==> src/rtl/host_from_breakout_pkg.sv <==
// Shared constants, lane layout and state encoding for the breakout-link deserializer.
package host_from_breakout_pkg;

    localparam int FRAME_BITS = 10;
    localparam int PHASES     = 5;
    localparam int LANES      = 3;

    localparam logic [FRAME_BITS-1:0] FRAME_PATTERN = 10'b1111100000;
    localparam logic [2:0]            BLANK_CYCLES  = 3'd5;

    localparam int LANE_CLK = 0;
    localparam int LANE_D0  = 1;
    localparam int LANE_D1  = 2;

    // d0 window: {pad[1:0], button[5:0], link_pow[1:0]}
    localparam int D0_PAD_MSB = 9;
    localparam int D0_PAD_LSB = 8;
    localparam int D0_BTN_MSB = 7;
    localparam int D0_BTN_LSB = 2;
    localparam int D0_POW_MSB = 1;
    localparam int D0_POW_LSB = 0;

    // d1 window: {port[7:0], link_pow[3:2]}
    localparam int D1_PORT_MSB = 9;
    localparam int D1_PORT_LSB = 2;
    localparam int D1_POW_MSB  = 1;
    localparam int D1_POW_LSB  = 0;

    typedef enum logic [1:0] {
        ST_HUNT   = 2'd0,
        ST_CHECK  = 2'd1,
        ST_LOCKED = 2'd2
    } state_e;

    function automatic logic [FRAME_BITS-1:0] rotl_frame(input logic [FRAME_BITS-1:0] w,
                                                         input int n);
        logic [2*FRAME_BITS-1:0] t;
        t = {w, w} << n;
        return t[2*FRAME_BITS-1:FRAME_BITS];
    endfunction

    function automatic logic [2:0] phase_inc(input logic [2:0] p);
        return (p == 3'(PHASES - 1)) ? 3'd0 : p + 3'd1;
    endfunction

endpackage

==> src/rtl/host_from_breakout_ddr_lane_slip.sv <==
// One lane of the DDR link: optional half-bit slip followed by the 10-bit shift window.
module ddr_lane_slip
    import host_from_breakout_pkg::*;
(
    input  logic                  clk_i,
    input  logic                  rst_ni,
    input  logic                  slip_i,
    input  logic [1:0]            pair_i,
    output logic [FRAME_BITS-1:0] win_o
);

    logic                  prev_q;
    logic [1:0]            stream_pair;
    logic [FRAME_BITS-1:0] win_q;
    logic [FRAME_BITS-1:0] win_d;

    // With slip set, the late bit of the previous pair becomes the early bit of this one.
    assign stream_pair = slip_i ? {prev_q, pair_i[1]} : pair_i;
    assign win_d       = {win_q[FRAME_BITS-3:0], stream_pair};

    always_ff @(posedge clk_i or negedge rst_ni) begin
        if (!rst_ni) begin
            prev_q <= 1'b0;
            win_q  <= '0;
        end else begin
            prev_q <= pair_i[0];
            win_q  <= win_d;
        end
    end

    assign win_o = win_q;

endmodule

==> src/rtl/host_from_breakout.sv <==
// Host-side breakout status deserializer: frame alignment from the clock lane, then field unpack.
module host_from_breakout
    import host_from_breakout_pkg::*;
#(
    parameter int LOCK_FRAMES   = 4,
    parameter int UNLOCK_FRAMES = 2,
    parameter int ERR_W         = 16
) (
    input  logic             i_clk,
    input  logic             i_rst_n,
    input  logic [1:0]       i_clk_s_pair,
    input  logic [1:0]       i_d0_pair,
    input  logic [1:0]       i_d1_pair,
    output logic [7:0]       o_port,
    output logic [5:0]       o_button,
    output logic [3:0]       o_link_pow,
    output logic             o_valid,
    output logic             o_locked,
    output logic             o_pad_err,
    output logic [ERR_W-1:0] o_err_count
);

    localparam int GW = $clog2(LOCK_FRAMES + 1);
    localparam int BW = $clog2(UNLOCK_FRAMES + 1);

    logic [1:0]            lane_pair [LANES];
    logic [FRAME_BITS-1:0] lane_win  [LANES];
    logic [FRAME_BITS-1:0] clk_win, d0_win, d1_win, exp_win;
    logic [PHASES-1:0]     even_hit, odd_hit;
    logic [2:0]            hit_phase;

    state_e           state_q, state_d;
    logic             slip_q, slip_d;
    logic [2:0]       blank_q, blank_d;
    logic [2:0]       phase_q, phase_d;
    logic [GW-1:0]    good_q, good_d;
    logic [BW-1:0]    bad_q, bad_d;
    logic [7:0]       port_q, port_d;
    logic [5:0]       button_q, button_d;
    logic [3:0]       pow_q, pow_d;
    logic             valid_q, valid_d;
    logic             pad_q, pad_d;
    logic [ERR_W-1:0] err_q, err_d;

    assign lane_pair[LANE_CLK] = i_clk_s_pair;
    assign lane_pair[LANE_D0]  = i_d0_pair;
    assign lane_pair[LANE_D1]  = i_d1_pair;

    for (genvar gi = 0; gi < LANES; gi++) begin : g_lane
        ddr_lane_slip u_lane (
            .clk_i  (i_clk),
            .rst_ni (i_rst_n),
            .slip_i (slip_q),
            .pair_i (lane_pair[gi]),
            .win_o  (lane_win[gi])
        );
    end

    assign clk_win = lane_win[LANE_CLK];
    assign d0_win  = lane_win[LANE_D0];
    assign d1_win  = lane_win[LANE_D1];

    // Even rotations are reachable on pair boundaries; odd ones mean we are half a bit off.
    for (genvar gi = 0; gi < PHASES; gi++) begin : g_rot
        assign even_hit[gi] = (clk_win == rotl_frame(FRAME_PATTERN, 2 * gi));
        assign odd_hit[gi]  = (clk_win == rotl_frame(FRAME_PATTERN, 2 * gi + 1));
    end

    always_comb begin
        hit_phase = 3'd0;
        for (int i = 0; i < PHASES; i++) begin
            if (even_hit[i]) hit_phase = 3'(i);
        end
        exp_win = rotl_frame(FRAME_PATTERN, 2 * int'(phase_q));
    end

    always_comb begin
        state_d  = state_q;
        slip_d   = slip_q;
        blank_d  = blank_q;
        phase_d  = phase_inc(phase_q);
        good_d   = good_q;
        bad_d    = bad_q;
        port_d   = port_q;
        button_d = button_q;
        pow_d    = pow_q;
        valid_d  = 1'b0;
        pad_d    = pad_q;
        err_d    = err_q;

        unique case (state_q)
            ST_HUNT: begin
                if (blank_q != 3'd0) begin
                    blank_d = blank_q - 3'd1;
                end else if (|even_hit) begin
                    state_d = ST_CHECK;
                    phase_d = phase_inc(hit_phase);
                    good_d  = '0;
                end else if (|odd_hit) begin
                    slip_d  = ~slip_q;
                    blank_d = BLANK_CYCLES;
                end
            end
            ST_CHECK: begin
                if (clk_win != exp_win) begin
                    state_d = ST_HUNT;
                    blank_d = BLANK_CYCLES;
                end else if (phase_q == 3'd0) begin
                    if (good_q == GW'(LOCK_FRAMES - 1)) begin
                        state_d = ST_LOCKED;
                        bad_d   = '0;
                    end else begin
                        good_d = good_q + GW'(1);
                    end
                end
            end
            ST_LOCKED: begin
                if (phase_q == 3'd0) begin
                    if (clk_win == FRAME_PATTERN) begin
                        port_d   = d1_win[D1_PORT_MSB:D1_PORT_LSB];
                        button_d = d0_win[D0_BTN_MSB:D0_BTN_LSB];
                        pow_d    = {d1_win[D1_POW_MSB:D1_POW_LSB], d0_win[D0_POW_MSB:D0_POW_LSB]};
                        valid_d  = 1'b1;
                        pad_d    = pad_q | (d0_win[D0_PAD_MSB:D0_PAD_LSB] != 2'b00);
                        bad_d    = '0;
                    end else begin
                        if (err_q != {ERR_W{1'b1}}) err_d = err_q + ERR_W'(1);
                        if (bad_q == BW'(UNLOCK_FRAMES - 1)) begin
                            state_d = ST_HUNT;
                            blank_d = BLANK_CYCLES;
                            bad_d   = '0;
                        end else begin
                            bad_d = bad_q + BW'(1);
                        end
                    end
                end
            end
            default: begin
                state_d = ST_HUNT;
                blank_d = BLANK_CYCLES;
            end
        endcase
    end

    always_ff @(posedge i_clk or negedge i_rst_n) begin
        if (!i_rst_n) begin
            state_q  <= ST_HUNT;
            slip_q   <= 1'b0;
            blank_q  <= BLANK_CYCLES;
            phase_q  <= 3'd0;
            good_q   <= '0;
            bad_q    <= '0;
            port_q   <= '0;
            button_q <= '0;
            pow_q    <= '0;
            valid_q  <= 1'b0;
            pad_q    <= 1'b0;
            err_q    <= '0;
        end else begin
            state_q  <= state_d;
            slip_q   <= slip_d;
            blank_q  <= blank_d;
            phase_q  <= phase_d;
            good_q   <= good_d;
            bad_q    <= bad_d;
            port_q   <= port_d;
            button_q <= button_d;
            pow_q    <= pow_d;
            valid_q  <= valid_d;
            pad_q    <= pad_d;
            err_q    <= err_d;
        end
    end

    assign o_port      = port_q;
    assign o_button    = button_q;
    assign o_link_pow  = pow_q;
    assign o_valid     = valid_q;
    assign o_locked    = (state_q == ST_LOCKED);
    assign o_pad_err   = pad_q;
    assign o_err_count = err_q;

endmodule

==> config.mk <==
export PLATFORM = sky130hd
export DESIGN_NAME = host_from_breakout
export DESIGN_NICKNAME = d
export VERILOG_FILES = /design/src/rtl/host_from_breakout_pkg.sv /design/src/rtl/host_from_breakout_ddr_lane_slip.sv /design/src/rtl/host_from_breakout.sv
export SDC_FILE = /design/constraint.sdc
export NUM_CORES = 1
export LEC_CHECK = 0
export ABC_AREA = 1
export CAP_MARGIN = 10
export CORE_UTILIZATION = 35
export DETAILED_ROUTE_END_ITERATION = 10
export GPL_TIMING_DRIVEN = 0
export PLACE_DENSITY = 0.64
export SYNTH_ARGS = -nofsm -noshare
export SYNTH_HDL_FRONTEND = slang
export SYNTH_SLANG_ARGS = --single-unit
==> constraint.sdc <==
create_clock -name i_clk -period 2.8 [get_ports i_clk]
set_clock_uncertainty 0.15 [all_clocks]
set_input_delay 0.56 -clock i_clk [delete_from_list [all_inputs] [get_ports i_clk]]
set_output_delay 0.56 -clock i_clk [all_outputs]
set_load 0.05 [all_outputs]
==> key figures <==
Critical path
  – Largest stage delay on the critical path: 0.83 ns
  – Crit-path cells: nor2_1 > clkdlybuf4s50_1
  – Startpoint types: flop
  – R2R Setup Slk: 0.50 ns
  – Crit end category: output pin
  – Critical Path RT: 2.09 ns
  – Crit path arrival time: 1.72 ns
  – Setup CP Type: flop to output pin
  – CP max FO: 3
  – Critical-path top delay cell: clkdlybuf4s50_1

Job
  – Max_cap viols: 0

Pwr
  – Clock share of power: 33.2%
  – P_leak: 2.556 nW
  – Seq pwr share: 41.0%
  – Combinational power share: 25.9%
  – VDD IR-drop max: 0.3100 mV
  – Power per standard cell area: 700.3 nW/um^2
  – Switch share: 35.64%
  – NetSw: 0.001271 W
  – Pint: 0.002295 W

Yosys
  – Top cell type's share of synthesized area: 48.90%
  – Largest cells by area after synthesis: dfrtp_1 (49%), nand2_1 (16%), nand3_1 (6.9%)
  – Area leader, netlist: dfrtp_1
  – Post-synthesis sequential area ratio: 50.17%
  – Post-Syn Area: 4145 sq um
  – Number of cells produced by synthesis: 518
  – Synth unique cells: 29
  – Yosys Warn Count: 0
  – Syn_nets: 536
  – Post-synthesis area per instance: 8.002 sq um
  – Number of synthesized register bits: 83

Clock network
  – TritonCTS clock tree: built
  – Resized Gates After CTS: 0
  – Clock buffer depth: 2
  – CTS clk-pin slew, worst paths: 0.07 ns
  – H-tree depth: 3
  – Clock latency on the worst-skew pair: 0.34 ns
  – CTS Sinks: 83
  – CTS root buf: clkbuf_16
  – Setup bufs post-CTS: 0
  – Num CTS Buffers: 9
  – Cts-stage hold buffer count: 0

STA
  – Worst Max-Slew Pin Slew: 0.5119 ns
  – Fin. Hold Viols: 0
  – Rel. slew slack: 65.76%
  – Max Clk Rate: 0.4119 GHz
  – Min Hold Slack: 0.03759 ns
  – Setup violators final: 0
  – Final Slew Violations: 0
  – Crit path time final: 2.428 ns
  – Period Utilization, post-route: 86.71%
  – RSZ-0062 raised after global routing: no
  – PnR worst setup slack: 0.3722 ns

Detailed routing
  – WL final: 9.018 mm
  – First-pass iteration count of the detailed router: 4
  – DRC: 0
  – Antenna Violating Nets Remaining: 0
  – Total number of vias: 3440
  – Post-DR vias/cell: 4.765
  – Initial detailed-routing violation count: 260
  – Routed WL per cell: 12.49 um

Die
  – Die Y: 110.8 um
  – Die Wd: 110.8 um
  – Initial core utilization: 36.15%
  – IO Pins: 45
  – Die Area: 12280 sq um
  – Area of the core: 11470 sq um
  – Row cnt: 39

Layout
  – Area grow syn2layout: 22.82%
  – Share of cells above drive strength 1: 8.636%
  – Layout net count: 592
  – Final Core Density: 44.40%
  – Antenna diode count: 0

Global routing
  – Global-route wire length before repair: 15.73 mm
  – Number of antenna violations at the first check in global routing: 0
  – Largest net degree at the start of global routing: 45
  – GRT overflow: 0
  – Vias in the first global route: 3337
  – GRT Total Usage: 15.77%

Place
  – Dpl hpwl: 6.673 mm
  – Setup WS pre-CTS: 0.5007 ns
  – PortBufs: 44
  – Routability cong.: 0.8793

Status
  – Status: finished, final reports clean

Worst hold path
  – Hold Crit Class: input port to async pin
## worst paths after layout
path                                                     start                                   to  cells after the start
setup / recovery                        state_q[0]$_DFFE_PN0P_                             o_locked                      2
hold / removal                                         i_rst_n                o_port[3]$_DFFE_PN0P_                      1
setup reg to reg                          phase_q[1]$_DFF_PN0_                good_q[2]$_DFFE_PN0P_                     15
hold reg to reg            g_lane[1].u_lane.win_o[7]$_DFF_PN0_  g_lane[1].u_lane.win_o[9]$_DFF_PN0_                      0
max in group asynchronous                              i_rst_n               blank_q[2]$_DFFE_PN1P_                      2
min in group i_clk         g_lane[1].u_lane.win_o[7]$_DFF_PN0_  g_lane[1].u_lane.win_o[9]$_DFF_PN0_                      0
## state kept, by name (all words and copies together), names as in the netlist
register              cells
bad_q                     2
blank_q                   3
g_lane.u_lane.prev_q      3
g_lane.u_lane.win_o      30
good_q                    3
o_button                  6
o_err_count              16
o_link_pow                4
o_pad_err                 1
o_port                    8
o_valid                   1
phase_q                   3
slip_q                    1
state_q                   2
## power by group through the flow
stage	Clock [W]	Sequential, W	Combinational, W
CTS	0.00121	0.00146	0.000924
detailed placement	0	0.00148	0.000918
global route	0.00126	0.00148	0.00106
floorplan	0	0.00145	0.000718
finish	0.00118	0.00146	0.000922
global placement	0	0.00148	0.000900
## per-layer routing
layer  global-route usage [%]  share of wire (%)  routed length, um  vias to the layer above
met5                        0                  0                  0                        -
met4                    5.067                1.1                102                        0
met3                    3.663                4.1                369                       10
met2                    25.92                 49               4391                       79
met1                    20.52                 46               4155                     1607
li1                         -                  -                  -                     1744
## through the flow
step	TNS [ns]	instances	area, sq um	total power (W)
5_1_grt	0	722	5091	0.003807
6_report	0	722	5091	0.003565
3_3_place_gp	-153.17	705	4765	0.002382
3_5_place_dp	0	706	4790	0.002403
2_1_floorplan	0	518	4145	0.002164
4_1_cts	0	722	5091	0.003597
## layout by cell type, fill, tap and decap left out
cell / instances
nand2_4: 3
nand3_1: 57
inv_6: 1
buf_16: 1
clkbuf_16: 9
buf_4: 2
buf_2: 4
nor2_4: 1
inv_2: 3
nand2_1: 181
clkinv_4: 2
dfstp_2: 2
nor2_1: 54
o21bai_1: 1
xor2_1: 13
nor4_1: 1
xnor2_1: 3
clkdlybuf4s50_1: 43
nand3_2: 2
inv_4: 1
a31oi_1: 1
o21ai_0: 12
dfrtp_1: 81
inv_8: 3
nand4_1: 10
ha_1: 10
nor4_4: 1
o21ai_1: 1
buf_6: 3
inv_1: 51
a21oi_1: 1
nor2_2: 3
clkinv_8: 1
nand2_2: 7
nor3_1: 9
nor3_4: 1
## Yosys cell counts, drive strengths merged
cell type    n
nor4         2
buf          8
a21oi        1
nand3       59
nand4       10
xor2        13
ha          10
o21ai       13
nand2      191
nor2        58
inv         55
dfstp        2
nor3        10
xnor2        3
a31oi        1
o21bai       1
dfrtp       81
## critical path, delay by kind of cell (launching register included)
kind / cells / cell delay, ns
buf+inv: 1 / 0.83
flops: 1 / 0.39
simple gates: 1 / 0.17
## layout make-up
| cell class | count | area, sq um |
|---|---|---|
| tap | 143 | 178.9 |
| timing repair buffer | 45 | 465.4 |
| buffer | 8 | 61.31 |
| inverter | 55 | 209.0 |
| multi-input combinational | 372 | 1795 |
| clock inverter | 7 | 76.32 |
| fill | 1144 | 6376 |
| clock buffer | 9 | 225.2 |
| sequential | 83 | 2079 |
## logic make-up (layout without fill, tap and decap cells)
group                    Yosys count  after routing  share of synthesized area (%)
AND/OR/NAND/NOR                  330            330                          34.89
flip-flops                        83             83                          50.17
buffers and inverters             63            124                          6.520
AO/OA/AOI/OAI                     16             16                          2.022
XOR/XNOR                          16             16                          3.381
adder cells (fa/ha/maj)           10             10                          3.018
Power figures use the tool's default switching activity.
